`config.mk`:
```
export PLATFORM = sky130hd
export DESIGN_NAME = render_scheduler_flat
export DESIGN_NICKNAME = d
export VERILOG_FILES = /design/src/rtl/render_scheduler_if.sv /design/src/rtl/render_scheduler.sv /design/src/flat_wrapper.sv
export SDC_FILE = /design/constraint.sdc
export NUM_CORES = 1
export LEC_CHECK = 0
export CAP_MARGIN = 40
export CORE_MARGIN = 10
export CORE_UTILIZATION = 46
export CTS_CLUSTER_SIZE = 28
export DETAILED_ROUTE_END_ITERATION = 12
export HOLD_SLACK_MARGIN = 0.05
export PLACE_DENSITY = 0.85
export SLEW_MARGIN = 20
export SYNTH_ARGS = -nofsm -noshare
export SYNTH_HDL_FRONTEND = slang
export SYNTH_SLANG_ARGS = --single-unit
```
`constraint.sdc`:
```
create_clock -name clk -period 4.6 [get_ports clk]
set_input_delay 0.92 -clock clk [delete_from_list [all_inputs] [get_ports clk]]
set_output_delay 0.92 -clock clk [all_outputs]
set_load 0.05 [all_outputs]
```
`src/rtl/render_scheduler_if.sv`:
```
// Connections between the render scheduler, the black-clear and client renderers, and the
// VGA adapter. The scheduler takes the slave side; the environment drives the master side.
interface render_scheduler_if #(
  parameter int XW = 11,
  parameter int YW = 10
);
  logic            frame_tick;
  logic            score_event;
  logic            blk_start;
  logic            blk_done;
  logic [XW-1:0]   blk_x;
  logic [YW-1:0]   blk_y;
  logic [2:0]      blk_col;
  logic [2:0]      cl_start;
  logic [2:0]      cl_done;
  logic [3*XW-1:0] cl_x;
  logic [3*YW-1:0] cl_y;
  logic [8:0]      cl_col;
  logic [XW-1:0]   vga_x;
  logic [YW-1:0]   vga_y;
  logic [2:0]      vga_col;
  logic            vga_plot;
  logic            busy;
  logic            timeout_err;
  logic [7:0]      overrun_cnt;

  modport master (
    output frame_tick, score_event, blk_done, blk_x, blk_y, blk_col,
           cl_done, cl_x, cl_y, cl_col,
    input  blk_start, cl_start, vga_x, vga_y, vga_col, vga_plot,
           busy, timeout_err, overrun_cnt
  );

  modport slave (
    input  frame_tick, score_event, blk_done, blk_x, blk_y, blk_col,
           cl_done, cl_x, cl_y, cl_col,
    output blk_start, cl_start, vga_x, vga_y, vga_col, vga_plot,
           busy, timeout_err, overrun_cnt
  );
endinterface

```
`src/rtl/render_scheduler.sv`:
```
// Per-frame draw sequencer: optional black-clear, then ball, left paddle and right paddle,
// each owning the registered VGA write port until its done arrives or the watchdog expires.
module render_scheduler #(
  parameter int SCREEN_X = 640,
  parameter int SCREEN_Y = 480,
  parameter int TIMEOUT  = 400000
) (
  input  logic              clk,
  input  logic              resetn,
  render_scheduler_if.slave bus
);
  localparam int XW = $clog2(SCREEN_X) + 1;
  localparam int YW = $clog2(SCREEN_Y) + 1;
  localparam int TW = $clog2(TIMEOUT) + 1;

  typedef enum logic [2:0] {
    S_IDLE, S_BLK_START, S_BLK_WAIT, S_CL_START, S_CL_WAIT, S_NEXT
  } state_t;

  state_t        r_state;
  logic [1:0]    r_idx;
  logic          r_pend_blk;
  logic [TW-1:0] r_wd;
  logic          r_blk_start;
  logic [2:0]    r_cl_start;
  logic [XW-1:0] r_vga_x;
  logic [YW-1:0] r_vga_y;
  logic [2:0]    r_vga_col;
  logic          r_vga_plot;
  logic          r_busy;
  logic          r_timeout_err;
  logic [7:0]    r_overrun_cnt;

  logic          w_in_wait;
  logic          w_own_done;
  logic [XW-1:0] w_own_x;
  logic [YW-1:0] w_own_y;
  logic [2:0]    w_own_col;
  logic          w_wd_exp;

  assign w_wd_exp = (r_wd == TW'(TIMEOUT - 1));

  // Current owner of the pixel port; only meaningful in the two WAIT states.
  always_comb begin
    w_in_wait  = 1'b0;
    w_own_done = 1'b0;
    w_own_x    = '0;
    w_own_y    = '0;
    w_own_col  = '0;
    case (r_state)
      S_BLK_WAIT: begin
        w_in_wait  = 1'b1;
        w_own_done = bus.blk_done;
        w_own_x    = bus.blk_x;
        w_own_y    = bus.blk_y;
        w_own_col  = bus.blk_col;
      end
      S_CL_WAIT: begin
        w_in_wait  = 1'b1;
        w_own_done = bus.cl_done[r_idx];
        w_own_x    = bus.cl_x[r_idx*XW +: XW];
        w_own_y    = bus.cl_y[r_idx*YW +: YW];
        w_own_col  = bus.cl_col[r_idx*3 +: 3];
      end
      default: ;
    endcase
  end

  always_ff @(posedge clk) begin
    if (!resetn) begin
      r_state       <= S_IDLE;
      r_idx         <= 2'd0;
      r_pend_blk    <= 1'b0;
      r_wd          <= '0;
      r_blk_start   <= 1'b0;
      r_cl_start    <= 3'b000;
      r_vga_x       <= '0;
      r_vga_y       <= '0;
      r_vga_col     <= 3'b000;
      r_vga_plot    <= 1'b0;
      r_busy        <= 1'b0;
      r_timeout_err <= 1'b0;
      r_overrun_cnt <= 8'd0;
    end else begin
      r_blk_start <= 1'b0;
      r_cl_start  <= 3'b000;

      // The cycle that sees done already hands the port back.
      if (w_in_wait && !w_own_done) begin
        r_vga_x    <= w_own_x;
        r_vga_y    <= w_own_y;
        r_vga_col  <= w_own_col;
        r_vga_plot <= 1'b1;
      end else begin
        r_vga_x    <= '0;
        r_vga_y    <= '0;
        r_vga_col  <= 3'b000;
        r_vga_plot <= 1'b0;
      end

      if (bus.score_event)
        r_pend_blk <= 1'b1;
      if (bus.frame_tick && (r_state != S_IDLE) && (r_overrun_cnt != 8'hFF))
        r_overrun_cnt <= r_overrun_cnt + 8'd1;

      case (r_state)
        S_IDLE: begin
          if (bus.frame_tick) begin
            r_busy <= 1'b1;
            r_idx  <= 2'd0;
            // A score arriving with the tick is served in this same pass.
            if (r_pend_blk || bus.score_event) begin
              r_pend_blk  <= 1'b0;
              r_blk_start <= 1'b1;
              r_state     <= S_BLK_START;
            end else begin
              r_cl_start <= 3'b001;
              r_state    <= S_CL_START;
            end
          end
        end
        S_BLK_START: begin
          r_wd    <= '0;
          r_state <= S_BLK_WAIT;
        end
        S_BLK_WAIT: begin
          if (w_own_done || w_wd_exp) begin
            if (!w_own_done)
              r_timeout_err <= 1'b1;
            r_idx      <= 2'd0;
            r_cl_start <= 3'b001;
            r_state    <= S_CL_START;
          end else begin
            r_wd <= r_wd + TW'(1);
          end
        end
        S_CL_START: begin
          r_wd    <= '0;
          r_state <= S_CL_WAIT;
        end
        S_CL_WAIT: begin
          if (w_own_done || w_wd_exp) begin
            if (!w_own_done)
              r_timeout_err <= 1'b1;
            r_state <= S_NEXT;
          end else begin
            r_wd <= r_wd + TW'(1);
          end
        end
        S_NEXT: begin
          if (r_idx == 2'd2) begin
            r_busy  <= 1'b0;
            r_state <= S_IDLE;
          end else begin
            r_idx      <= r_idx + 2'd1;
            r_cl_start <= 3'b010 << r_idx;
            r_state    <= S_CL_START;
          end
        end
        default: begin
          r_busy  <= 1'b0;
          r_state <= S_IDLE;
        end
      endcase
    end
  end

  assign bus.blk_start   = r_blk_start;
  assign bus.cl_start    = r_cl_start;
  assign bus.vga_x       = r_vga_x;
  assign bus.vga_y       = r_vga_y;
  assign bus.vga_col     = r_vga_col;
  assign bus.vga_plot    = r_vga_plot;
  assign bus.busy        = r_busy;
  assign bus.timeout_err = r_timeout_err;
  assign bus.overrun_cnt = r_overrun_cnt;
endmodule

```
`src/flat_wrapper.sv`:
```
// flat-port wrapper written by rule: the top's interface ports become plain ports
module render_scheduler_flat 
#(
  parameter int SCREEN_X = 640,
  parameter int SCREEN_Y = 480,
  parameter int TIMEOUT  = 400000
)
  (clk, resetn, bus_frame_tick, bus_score_event, bus_blk_done, bus_blk_x, bus_blk_y, bus_blk_col, bus_cl_done, bus_cl_x, bus_cl_y, bus_cl_col, bus_blk_start, bus_cl_start, bus_vga_x, bus_vga_y, bus_vga_col, bus_vga_plot, bus_busy, bus_timeout_err, bus_overrun_cnt);
  render_scheduler_if #(.XW((11)), .YW((10))) bus_i ();
  input  logic clk;
  input  logic resetn;
  input wire logic [$bits(bus_i.frame_tick)-1:0] bus_frame_tick;
  input wire logic [$bits(bus_i.score_event)-1:0] bus_score_event;
  input wire logic [$bits(bus_i.blk_done)-1:0] bus_blk_done;
  input wire logic [$bits(bus_i.blk_x)-1:0] bus_blk_x;
  input wire logic [$bits(bus_i.blk_y)-1:0] bus_blk_y;
  input wire logic [$bits(bus_i.blk_col)-1:0] bus_blk_col;
  input wire logic [$bits(bus_i.cl_done)-1:0] bus_cl_done;
  input wire logic [$bits(bus_i.cl_x)-1:0] bus_cl_x;
  input wire logic [$bits(bus_i.cl_y)-1:0] bus_cl_y;
  input wire logic [$bits(bus_i.cl_col)-1:0] bus_cl_col;
  output wire logic [$bits(bus_i.blk_start)-1:0] bus_blk_start;
  output wire logic [$bits(bus_i.cl_start)-1:0] bus_cl_start;
  output wire logic [$bits(bus_i.vga_x)-1:0] bus_vga_x;
  output wire logic [$bits(bus_i.vga_y)-1:0] bus_vga_y;
  output wire logic [$bits(bus_i.vga_col)-1:0] bus_vga_col;
  output wire logic [$bits(bus_i.vga_plot)-1:0] bus_vga_plot;
  output wire logic [$bits(bus_i.busy)-1:0] bus_busy;
  output wire logic [$bits(bus_i.timeout_err)-1:0] bus_timeout_err;
  output wire logic [$bits(bus_i.overrun_cnt)-1:0] bus_overrun_cnt;
  assign bus_i.frame_tick = bus_frame_tick;
  assign bus_i.score_event = bus_score_event;
  assign bus_i.blk_done = bus_blk_done;
  assign bus_i.blk_x = bus_blk_x;
  assign bus_i.blk_y = bus_blk_y;
  assign bus_i.blk_col = bus_blk_col;
  assign bus_i.cl_done = bus_cl_done;
  assign bus_i.cl_x = bus_cl_x;
  assign bus_i.cl_y = bus_cl_y;
  assign bus_i.cl_col = bus_cl_col;
  assign bus_blk_start = bus_i.blk_start;
  assign bus_cl_start = bus_i.cl_start;
  assign bus_vga_x = bus_i.vga_x;
  assign bus_vga_y = bus_i.vga_y;
  assign bus_vga_col = bus_i.vga_col;
  assign bus_vga_plot = bus_i.vga_plot;
  assign bus_busy = bus_i.busy;
  assign bus_timeout_err = bus_i.timeout_err;
  assign bus_overrun_cnt = bus_i.overrun_cnt;
  render_scheduler #(.SCREEN_X(SCREEN_X), .SCREEN_Y(SCREEN_Y), .TIMEOUT(TIMEOUT)) u_core (.clk(clk), .resetn(resetn), .bus(bus_i));
endmodule
```
== After elaboration in Yosys (flattened, before gate mapping) ==
Index checks and enable logic that the tools add are counted.
Word-level totals
  register bits: 65
  input bits: 104
  output and inout bits: 39
  logic and storage cells: 93
Operators by class
  add/sub/neg operators: 3
  multipliers: 3
  order comparisons: 1
  equal/unequal tests: 14
  shift operators: 4
  multiplexer cells: 33
  bitwise logic cells: 2
  reduce and logical (&&, ||, !) cells: 20
Operators with widths (number)
  case mux 20 bit (2 select lines): 1
  variable part select 33 x 7 -> 11 bit: 1
  variable part select 30 x 7 -> 10 bit: 1
  case mux 11 bit (2 select lines): 1
  adder 20 x 1 -> 20 bit (second input constant): 1
  == test 20 x 19 -> 1 bit (second input constant): 1
  2-to-1 mux 20 bit: 1
  case mux 10 bit (2 select lines): 1
  case mux 3 bit (6 select lines): 1
  2-to-1 mux 3 bit: 5
  2-to-1 mux 1 bit: 12
  AND reduction 3 bit: 4
  2-to-1 mux 2 bit: 5
  case mux 3 bit (3 select lines): 1
  variable part select 9 x 5 -> 3 bit: 1
  adder 8 x 1 -> 8 bit (second input constant): 1
  inequality test 8 bit (second input constant): 1
  == test 3 x 2 -> 1 bit (second input constant): 2
  == test 3 bit (second input constant): 2
  multiplier 2 x 4 -> 6 bit (second input constant): 1
  inequality test 2 x 1 -> 1 bit (second input constant): 3
  inequality test 2 bit (second input constant): 3
  case mux 2 bit (3 select lines): 1
  case mux 3 bit (2 select lines): 1
  21 further kinds: 28

== Logic depth before layout (Yosys ltp) ==
  depth in word-level cells: 6
  gate-level depth with buffers: 8
  mapped depth without buffers: 7

== Least setup slack after synthesis ==
No wires, ideal clock.
  kind: register -> register
  start point: register u_core.r_idx[0]
  end point: register u_core.r_idx[1]
  library setup time: 0.072 ns
  arrival: 2.125 ns
  data required time: 4.528 ns
  setup slack: 2.404 ns
  cell stages (with the launch flop): 8
  path buffers: 2
  period minus slack after synthesis: 2.196 ns
  cells stage by stage: dfxtp_1 -> buf_2 -> buf_1 -> inv_1 -> ha_1 -> or3_1 -> a32oi_2 -> mux2i_1
On the way
  cells in the longest elaborated chain, start to end: 6
  elaborated cells between the ends (all ways): 11
  classes of those cells: add/sub (1); eq/ne (3); mux (5); reduce/logical (2)
Ends and longest elaborated chain
  from (decl): RTL line render_scheduler.sv:21  | logic [1:0] r_idx;
  from (signal assigned): RTL line render_scheduler.sv:155  | r_idx <= r_idx + 2'd1;
  binary-select mux 1 bit (select 2 bit): RTL line render_scheduler.sv:60  | w_own_done = bus.cl_done[r_idx];
  2-to-1 mux 1 bit (not written as such): RTL line render_scheduler.sv:60
  case mux 1 bit (2 select lines): RTL line render_scheduler.sv:50  | case (r_state)
  logical OR 1 bit: RTL line render_scheduler.sv:127  | if (w_own_done || w_wd_exp) begin
  inequality test 2 x 1 -> 1 bit (no source line)
  AND reduction 4 bit (no source line)
Parallel ways exist; a longest one is shown, timed or not. The select of a mux whose other input is x is not followed.
A chain may end at the register's enable or synchronous reset.

== Worst setup path in the final report ==
  start point: input port bus_cl_done[0]
  end point: register u_core.r_wd[18]
On the way
  cells in the longest elaborated chain, start to end: 6
Ends and longest elaborated chain
  from (decl): RTL line flat_wrapper.sv:18  | input wire logic [$bits(bus_i.cl_done)-1:0] bus_cl_done;
  binary-select mux 1 bit (select 2 bit): RTL line render_scheduler.sv:60
  2-to-1 mux 1 bit (not written as such): RTL line render_scheduler.sv:60
  case mux 1 bit (2 select lines): RTL line render_scheduler.sv:50
  logical OR 1 bit: RTL line render_scheduler.sv:127, render_scheduler.sv:142
  inequality test 2 bit (no source line)
  AND reduction 2 bit (no source line)
  to (signal assigned): RTL line render_scheduler.sv:134  | r_wd <= r_wd + TW'(1);
  to (signal assigned): RTL line render_scheduler.sv:147  | r_wd <= r_wd + TW'(1);
  to (decl): RTL line render_scheduler.sv:23  | logic [TW-1:0] r_wd;
Every way passes these cells. The select of a mux whose other input is x is not followed.

==> flow_metrics.env <==
export IMPL_holdCritStartpoint="u_core.bus.timeout_err"
export IMPL_area_growth_pct=48.2
export IMPL_r2r_slack_ns=1.91
export IMPL_synth_cell_types=48
export IMPL_worst_hold_path_type="flip-flop to flip-flop"
export IMPL_core_mm2=0.00721
export IMPL_finalHoldViolCount=0
export IMPL_cts_resized=0
export IMPL_num_rows=31
export IMPL_skew_ns=0.00734
export IMPL_synth_top_area_cell="dfxtp_1"
export IMPL_htree_levels=3
export IMPL_globalRouteOverflowTotal=0
export IMPL_ir_worst_vdd_mv=0.223
export IMPL_start_util_pct=47.3
export IMPL_max_freq_mhz=337
export IMPL_synth_fp_nets=535
export IMPL_synth_most_common_cell="dfxtp_1"
export IMPL_async_reset_ff_share_pct=0
export IMPL_finalMaxSlewViolations=0
export IMPL_num_antenna_cells=0
export IMPL_outcome="completed"
export IMPL_cp_arrival_ns=3.21
export IMPL_synth_seq_cells=65
export IMPL_finalCritPeriodShare_pct=64.6
export IMPL_powerDensity_mw_per_mm2=283
export IMPL_yosysWarnings=0
export IMPL_yosys_most_used_dff="dfxtp_1"
export IMPL_grt_pass1_vias=3528
export IMPL_crit_type="input port to flip-flop"
export IMPL_post_route_drc_count=0
export IMPL_p_leak_nw=1.66
export IMPL_setup_slack_ns=1.63
export IMPL_cts_setup_buffers=0
export IMPL_finalCriticalPeriod_ns=2.97
export IMPL_clkSlewWorstSetupHoldPaths_ns=0.07
export IMPL_pre_cts_ws_ns=1.24
export IMPL_grt_pass1_wl_um=18600
export IMPL_netlist_top_cells_area="dfxtp_1 (38%), mux2i_1 (7.9%), o21ai_0 (6.9%)"
export IMPL_gp_congestion=0.879
export IMPL_worst_skew_pair_late_latency_ns=0.34
export IMPL_final_fill_count=598
export IMPL_drtPass1Iterations=5
export IMPL_drtIter0Drc=268
export IMPL_rsz0062_at_grt="false"
export IMPL_synth_top_area_share_pct=38.2
export IMPL_cts_root_buf="clkbuf_8"
export IMPL_post_drt_wl_per_cell_um=17.7
export IMPL_routed_wl_um=11700
export IMPL_grt_max_degree=32
export IMPL_synthCells=426
export IMPL_r2r_start="u_core.r_idx[0]"
export IMPL_setup_worst_path_start="bus_cl_done[0]"
export IMPL_synth_edf_count=0
export IMPL_maxCapViolCount=0
export IMPL_tns_ns=0
export IMPL_cts_inserted_buffers=9
export IMPL_antenna_found_initial=0
export IMPL_yosysSeqAreaShare_pct=38.2
export IMPL_routed_via_density=5.52
export IMPL_worstPathMaxFanout=26
export IMPL_cts_hold_buf=0
export IMPL_portBuffers=142
export IMPL_ant_nets=0
export IMPL_synth_avg_cell_area_um2=8.01
export IMPL_cts_buffer_depth=2
export IMPL_track_usage_pct=20.1
export IMPL_drive_gt1_share_pct=5.17
export IMPL_worstSetupStartpointType="input port"
export IMPL_dieArea_mm2=0.0113
export IMPL_die_width_um=106
export IMPL_finalSetupViolations=0
export IMPL_end_kind="flip-flop"
export IMPL_crit_required_ns=4.84
export IMPL_nNetsFinal=668
export IMPL_slew_headroom_pct=38.3
export IMPL_synth_area_mm2=0.00341
export IMPL_synth_commonest_cells="dfxtp_1 (65), nand2_1 (50), o21ai_0 (47), nor2_1 (46), mux2i_1 (27)"
export IMPL_die_height_um=106
export IMPL_vias=3646
export IMPL_ios=143
export IMPL_place_hpwl_um=9080
export IMPL_worstMarginPinSlew_ns=0.918
export IMPL_clock_sinks=65
export IMPL_tritoncts="done"
==> per-layer routing <==
metal | share of wire, % | vias to the layer above | routed length [um] | track usage [%]
li1 | - | 1805 | - | -
met1 | 44 | 1670 | 5150 | 24.9
met2 | 47 | 155 | 5440 | 32.6
met3 | 7.7 | 16 | 902 | 5.68
met4 | 1.8 | 0 | 214 | 7.74
met5 | 0 | - | 0 | 0
==> state kept, by name (all words and copies together) (netlist names) <==
name                    flops
u_core.r_state              3
u_core.bus.vga_col          3
u_core.r_wd                20
u_core.bus.blk_start        1
u_core.bus.vga_x           11
u_core.bus.cl_start         3
u_core.bus.busy             1
u_core.r_pend_blk           1
u_core.bus.timeout_err      1
u_core.bus.overrun_cnt      8
u_core.bus.vga_y           10
u_core.bus.vga_plot         1
u_core.r_idx                2
==> per-stage QoR <==
step                hold WS [ns]  util [%]  instance area (um2)  cells  power [mW]
floorplan                  0.438         -                 3410    426       0.874
global placement           0.462      67.7                 4880    645        1.03
detailed placement         0.476      67.9                 4900    646        1.04
CTS                        0.485      69.9                 5050    659        1.43
global route               0.512      70.0                 5050    660        1.50
finish                     0.484      70.0                 5050    660        1.43
==> worst max-delay path, stage by stage <==
cell and delay, ns:
clkdlybuf4s50_1 0.43, mux2i_1 0.22, nand2_1 0.08, a21boi_1 0.30
nand3_2 0.46, inv_2 0.18, nand2_2 0.21, o41ai_1 0.40
==> layout by cell type (no fill, tap or decap), types with 6 or more instances in the layout <==
cell,synthesis,routed
a21oi_1,13,13
a22oi_1,24,24
a31oi_1,6,6
and2_1,6,6
clkbuf_8,0,10
clkdlybuf4s50_1,0,142
dfxtp_1,65,64
inv_1,11,11
mux2i_1,27,27
nand2_1,50,50
nand3_1,15,15
nor2_1,46,46
nor3_1,10,9
o21ai_0,47,47
o31ai_1,9,9
or3_1,8,8
==> cell type report <==
class / instances / area, um2 / area share, %
timing repair buffer: 148 / 1470 / 29.2
sequential: 65 / 1300 / 25.8
clock buffer: 12 / 145 / 2.87
multi-input combinational: 323 / 1960 / 38.7
tap: 99 / 124 / 2.45
clock inverter: 1 / 5.00 / 0.0990
inverter: 12 / 45.0 / 0.891
==> kinds of logic (layout without fill, tap and decap cells) <==
logic type / count (synthesis) / in the layout / synth area share (%)
compound gates: 122 / 122 / 23.0
xor+xnor: 6 / 6 / 1.54
fa+ha+maj: 5 / 5 / 1.83
buf+inv: 38 / 173 / 4.59
flops: 65 / 65 / 38.2
mux: 27 / 27 / 7.92
simple gates: 163 / 163 / 23.0
==> path summary, 6_finish.rpt <==
| path | to | depth (start not counted) |
|---|---|---|
| worst max-delay path | u_core.r_wd[18] | 8 |
| worst min-delay path | u_core.bus.timeout_err | 2 |
| worst max register to register | u_core.r_wd[18] | 8 |
| worst min register to register | u_core.bus.timeout_err | 2 |
==> power breakdown <==
group,internal [mW],leakage (nW),switching [mW]
clock network,0.201,0.0782,0.196
registers,0.588,0.526,0.0336
logic,0.189,1.06,0.226
Power figures use the tool's default switching activity.
